`src/rtl/mult4_mac_stream_pkg.sv`:
```
// Shared constants and result type for the streaming 4x4 multiply-accumulate stage.
package mult4_mac_stream_pkg;

  localparam int OP_W      = 4;
  localparam int PROD_W    = 8;
  localparam int ACC_W_DEF = 16;
  localparam int CNT_W_DEF = 8;

  // Per-frame result at the default widths.
  typedef struct packed {
    logic [ACC_W_DEF-1:0] acc;
    logic [CNT_W_DEF-1:0] count;
    logic                 ovf;
  } mac_res_t;

endpackage

```
`src/rtl/mult4_mac_stream_mult4.sv`:
```
// Existing 4x4 unsigned combinational multiplier, 8-bit product.
module mult4_mac_stream_mult4
  import mult4_mac_stream_pkg::*;
(
  input  logic [OP_W-1:0]   x,
  input  logic [OP_W-1:0]   y,
  output logic [PROD_W-1:0] o
);

  assign o = PROD_W'(x) * PROD_W'(y);

endmodule

```
`src/rtl/mult4_mac_stream.sv`:
```
// Streaming MAC: registers operand pairs, multiplies, accumulates per frame and
// emits one {sum, count, overflow} result per frame on a valid/ready output.
module mult4_mac_stream
  import mult4_mac_stream_pkg::*;
#(
  parameter int ACC_W = ACC_W_DEF,
  parameter int CNT_W = CNT_W_DEF
) (
  input  logic             clk,
  input  logic             rst,
  input  logic             in_valid,
  output logic             in_ready,
  input  logic [OP_W-1:0]  in_x,
  input  logic [OP_W-1:0]  in_y,
  input  logic             in_last,
  output logic             out_valid,
  input  logic             out_ready,
  output logic [ACC_W-1:0] out_acc,
  output logic [CNT_W-1:0] out_count,
  output logic             out_ovf
);

  // Output register layout, sized to this instance's parameters.
  typedef struct packed {
    logic [ACC_W-1:0] acc;
    logic [CNT_W-1:0] count;
    logic             ovf;
  } res_t;

  logic             s1_valid_q, s1_valid_d;
  logic [OP_W-1:0]  s1_x_q, s1_x_d;
  logic [OP_W-1:0]  s1_y_q, s1_y_d;
  logic             s1_last_q, s1_last_d;
  logic [ACC_W-1:0] acc_q, acc_d;
  logic [CNT_W-1:0] cnt_q, cnt_d;
  logic             ovf_q, ovf_d;
  logic             out_valid_q, out_valid_d;
  res_t             res_q, res_d;

  logic [PROD_W-1:0] prod;
  logic [ACC_W:0]    sum;
  logic              carry;
  logic [CNT_W-1:0]  cnt_nxt;
  logic              s2_take;
  logic              in_fire;

  mult4_mac_stream_mult4 u_mult (
    .x (s1_x_q),
    .y (s1_y_q),
    .o (prod)
  );

  // Only a closing item has to wait for a held result; partial sums keep flowing.
  assign s2_take  = s1_valid_q && !(s1_last_q && out_valid_q && !out_ready);
  assign in_ready = !s1_valid_q || s2_take;
  assign in_fire  = in_valid && in_ready;

  // Widened add exposes the carry-out for the sticky overflow flag.
  assign sum     = {1'b0, acc_q} + {{(ACC_W+1-PROD_W){1'b0}}, prod};
  assign carry   = sum[ACC_W];
  assign cnt_nxt = (cnt_q == {CNT_W{1'b1}}) ? cnt_q : cnt_q + CNT_W'(1);

  // Next-state for operand register, accumulator and result register.
  always_comb begin
    s1_valid_d  = s1_valid_q;
    s1_x_d      = s1_x_q;
    s1_y_d      = s1_y_q;
    s1_last_d   = s1_last_q;
    acc_d       = acc_q;
    cnt_d       = cnt_q;
    ovf_d       = ovf_q;
    res_d       = res_q;
    out_valid_d = out_valid_q && !out_ready;

    if (in_fire) begin
      s1_valid_d = 1'b1;
      s1_x_d     = in_x;
      s1_y_d     = in_y;
      s1_last_d  = in_last;
    end else if (s2_take) begin
      s1_valid_d = 1'b0;
    end

    if (s2_take) begin
      if (s1_last_q) begin
        // Close the frame: a load here wins over a same-cycle consume.
        res_d.acc   = sum[ACC_W-1:0];
        res_d.count = cnt_nxt;
        res_d.ovf   = ovf_q | carry;
        out_valid_d = 1'b1;
        acc_d       = '0;
        cnt_d       = '0;
        ovf_d       = 1'b0;
      end else begin
        acc_d = sum[ACC_W-1:0];
        cnt_d = cnt_nxt;
        ovf_d = ovf_q | carry;
      end
    end
  end

  // State registers with synchronous reset discarding partial frames and held results.
  always_ff @(posedge clk) begin
    if (rst) begin
      s1_valid_q  <= 1'b0;
      s1_x_q      <= '0;
      s1_y_q      <= '0;
      s1_last_q   <= 1'b0;
      acc_q       <= '0;
      cnt_q       <= '0;
      ovf_q       <= 1'b0;
      out_valid_q <= 1'b0;
      res_q       <= '0;
    end else begin
      s1_valid_q  <= s1_valid_d;
      s1_x_q      <= s1_x_d;
      s1_y_q      <= s1_y_d;
      s1_last_q   <= s1_last_d;
      acc_q       <= acc_d;
      cnt_q       <= cnt_d;
      ovf_q       <= ovf_d;
      out_valid_q <= out_valid_d;
      res_q       <= res_d;
    end
  end

  assign out_valid = out_valid_q;
  assign out_acc   = res_q.acc;
  assign out_count = res_q.count;
  assign out_ovf   = res_q.ovf;

endmodule

```
`config.mk`:
```
export PLATFORM = sky130hd
export DESIGN_NAME = mult4_mac_stream
export DESIGN_NICKNAME = d
export VERILOG_FILES = /design/src/rtl/mult4_mac_stream_pkg.sv /design/src/rtl/mult4_mac_stream_mult4.sv /design/src/rtl/mult4_mac_stream.sv
export SDC_FILE = /design/constraint.sdc
export NUM_CORES = 1
export LEC_CHECK = 0
export BUFFER_PORTS_ARGS = -buffer_cell sky130_fd_sc_hd__buf_2
export CORE_UTILIZATION = 46
export DETAILED_ROUTE_END_ITERATION = 7
export GPL_ROUTABILITY_DRIVEN = 0
export PLACE_DENSITY = 0.65
export SLEW_MARGIN = 20
export SYNTH_ARGS = -nofsm -noshare
export SYNTH_HDL_FRONTEND = slang
export SYNTH_HIERARCHICAL = 1
export SYNTH_SLANG_ARGS = --single-unit
```
`constraint.sdc`:
```
create_clock -name clk -period 9.9 [get_ports clk]
set_clock_uncertainty 0.05 [all_clocks]
set_input_delay 1.98 -clock clk [delete_from_list [all_inputs] [get_ports clk]]
set_output_delay 1.98 -clock clk [all_outputs]
set_load 0.01 [all_outputs]
```
==> impl_metrics.tcl <==
set metrics [dict create \
    status "finished, final reports clean" \
    power_mw 0.535 \
    critPathKind "in2out" \
    whs_path_depth 2 \
    core_mm2 0.00721 \
    max_slew_margin_pct 30.0 \
    grt_pass1_vias 2579 \
    critPathSlowestCell "nor2_1" \
    syn_to_final_growth_pct 12.3 \
    synth-warning-count 6 \
    syn_area_mm2 0.00342 \
    ant_nets 0 \
    wl_mm 7.17 \
    post_cts_buffers 0 \
    hold_start "out_count[2]" \
    hold_class "reg2reg" \
    use_met1_pct 23.7 \
    yosys.area.top_type "dfxtp_1" \
    synth_nets 425 \
    fin_cells 520 \
    r2r_end "acc_q[8]" \
    yosys-top-cells-count "dfxtp_1, nand2_1, a21oi_1" \
    fmax_mhz 206 \
    worstSetupStartpointType "input port" \
    fin_ws_ps 5030 \
    regToRegSetupSlack_ps 5460 \
    dp_hpwl_mm 5.16 \
    syn_inst 386 \
    ys_top_cells_by_area "dfxtp_1, ha_1, nand2_1, a21oi_1, a22o_1" \
    post-route-period-util_pct 49.2 \
    drive_gt1_share_pct 18.3 \
    clk_latency_ps 350 \
    hold_violations 0 \
    grt_pass1_wl_mm 11.6 \
    grt_busiest_layer "met2" \
    cts_buffer_depth 2 \
    cts_buffers 9 \
    remaining_drc_errors 0 \
    fin_util_pct 53.3 \
    viasPerCell 5.54 \
    hold-path-endpoint "out_count[2]" \
    grt_max_degree 34 \
    required_ps 7870 \
    cts_tree "yes" \
    clock_sinks 61 \
    avgRoutedWirePerCell_um 13.8 \
    leakagePower_nw 1.64 \
    synth_most_common_cell "dfxtp_1" \
    r2r-start "s1_x_q[0]" \
    io_buffers 39 \
    synth.top_cell.area_share_pct 35.7 \
    ys_async_sr_fraction_pct 0 \
    vias 2879 \
    dr.pass1.iters 6 \
    worst_pin_slew_ps 1040 \
    grtUsageMet2_pct 32.7 \
    cts-resized-gates 0 \
    synth_seq_area_share_pct 35.7 \
    gr-total-overflow 0 \
    cpPeakStageDelay_ps 250 \
    ys_ff_latch 61 \
    period_needed_ps 4870 \
    crit_path_end_kind "output port" \
    io_pins 40 \
    pre_cts_slack_ps 5050 \
    num_rows 31 \
    syn_area_per_cell_um2 8.87 \
    die_area_mm2 0.00779 \
    cts_hold_buf 0 \
    insertedDiodeCount 0 \
    rsz0062_at_grt "no" \
    drt_iter0_markers 109 \
    clockRootBuffer "clkbuf_8" \
    fp.dieH_um 88.3 \
    fill_cells 682 \
    finalSetupViolCount 0 \
    grt_use_met3_pct 5.41 \
    clk_pin_slew_ps 80 \
    crit_arrival_ps 2840 \
    reg2reg_depth 13 \
    p_per_area_mw_per_mm2 139 \
    synth_cell_types 69 \
    vdd_ir_drop_max_mv 0.0661 \
    cp_max_fo 10 \
    grt_usage_pct 19.4 \
    setup_tns_ps 0 \
    dpl.cell_count 504 \
    worstPathCellList "buf_2 -> nand2b_1 -> nor2_1 -> inv_2 -> buf_2" \
    synth_edf_count 0 \
    nets 455 \
    cp_common_cell "buf_2" \
    htreeDepth 3 \
    grt_antenna_before_repair 0 \
    drv_slew 0 \
    synth-main-ff-cell "dfxtp_1" \
    cap_viol_max_count 0 \
    initial_utilization_pct 47.4 \
    dieWidth_um 88.3 \
]
==> registers in the layout, indices dropped and copies added, names as in the netlist <==
signal and count:
s1_valid_q 1, s1_x_q 4, out_ovf 1, cnt_q 8
out_count 8, ovf_q 1, out_acc 16, acc_q 16
s1_y_q 4, out_valid 1, s1_last_q 1
==> worst max path at each step <==
stage	from	end	slack (ps)
2_1_floorplan	out_ready	in_ready	5470
4_1_cts	out_ready	in_ready	5050
6_report	out_ready	in_ready	5030
5_1_grt	out_ready	in_ready	4990
3_5_place_dp	out_ready	in_ready	5050
3_3_place_gp	out_ready	in_ready	5090
==> report_power, final <==
part           internal (mW)  switching (mW)  leakage [nW]  total, mW
clock                  0.143           0.108         0.110      0.251
sequential             0.249         0.00501         0.494      0.254
combinational         0.0108          0.0201          1.04     0.0309
==> per-stage QoR <==
step / hold slack, ps / area [µm²]
2_1_floorplan: 382 / 3420
3_3_place_gp: 380 / 3620
3_5_place_dp: 386 / 3620
4_1_cts: 397 / 3840
5_1_grt: 412 / 3840
6_report: 392 / 3840
==> placed cells by master, fill, tap and decap left out, types with 3 or more instances in the layout <==
cell / n
a211oi_1: 4
a21o_1: 3
a21oi_1: 27
a22o_1: 12
a22oi_1: 6
a32oi_1: 3
and2_1: 15
buf_2: 39
clkbuf_8: 9
dfxtp_1: 61
fa_1: 5
ha_1: 21
inv_1: 7
mux2i_1: 3
nand2_1: 46
nand3_1: 19
nor2_1: 19
nor2b_1: 5
nor3_1: 8
nor4_1: 3
o211ai_1: 3
o21ai_0: 10
o21ai_1: 17
o31ai_1: 4
xnor2_1: 8
xor2_1: 8
==> routing by layer <==
layer / wire, µm / vias to the layer above
met5: 0 / -
met4: 112 / 0
met3: 271 / 16
met2: 3410 / 57
met1: 3370 / 1342
li1: - / 1464
==> critical path: cells and delay by family <==
kind	cells	cell delay (ps)
and+or+nand+nor	2	400
buffers and inverters	3	450
==> cell type report <==
cell class	instances	area, µm²	share of cell area, %
inverters	9	33.8	0.879
clock inverters	7	98.8	2.57
flip-flops and latches	61	1220	31.8
repair buffers	39	195	5.08
multi-input cells	296	2050	53.2
clock buffers	9	124	3.22
well taps	99	124	3.22
==> cell families after synthesis <==
kind of cell	count (synthesis)	synth area share, %
muxes	5	1.54
adders and majority gates	26	10.6
buffers and inverters	29	4.53
DFF	61	35.7
and+or+nand+nor	140	21.4
AOI/OAI and AO/OA	109	22.1
xor gates and xnor gates	16	4.10
No activity file was read; power rests on OpenSTA's default activity.
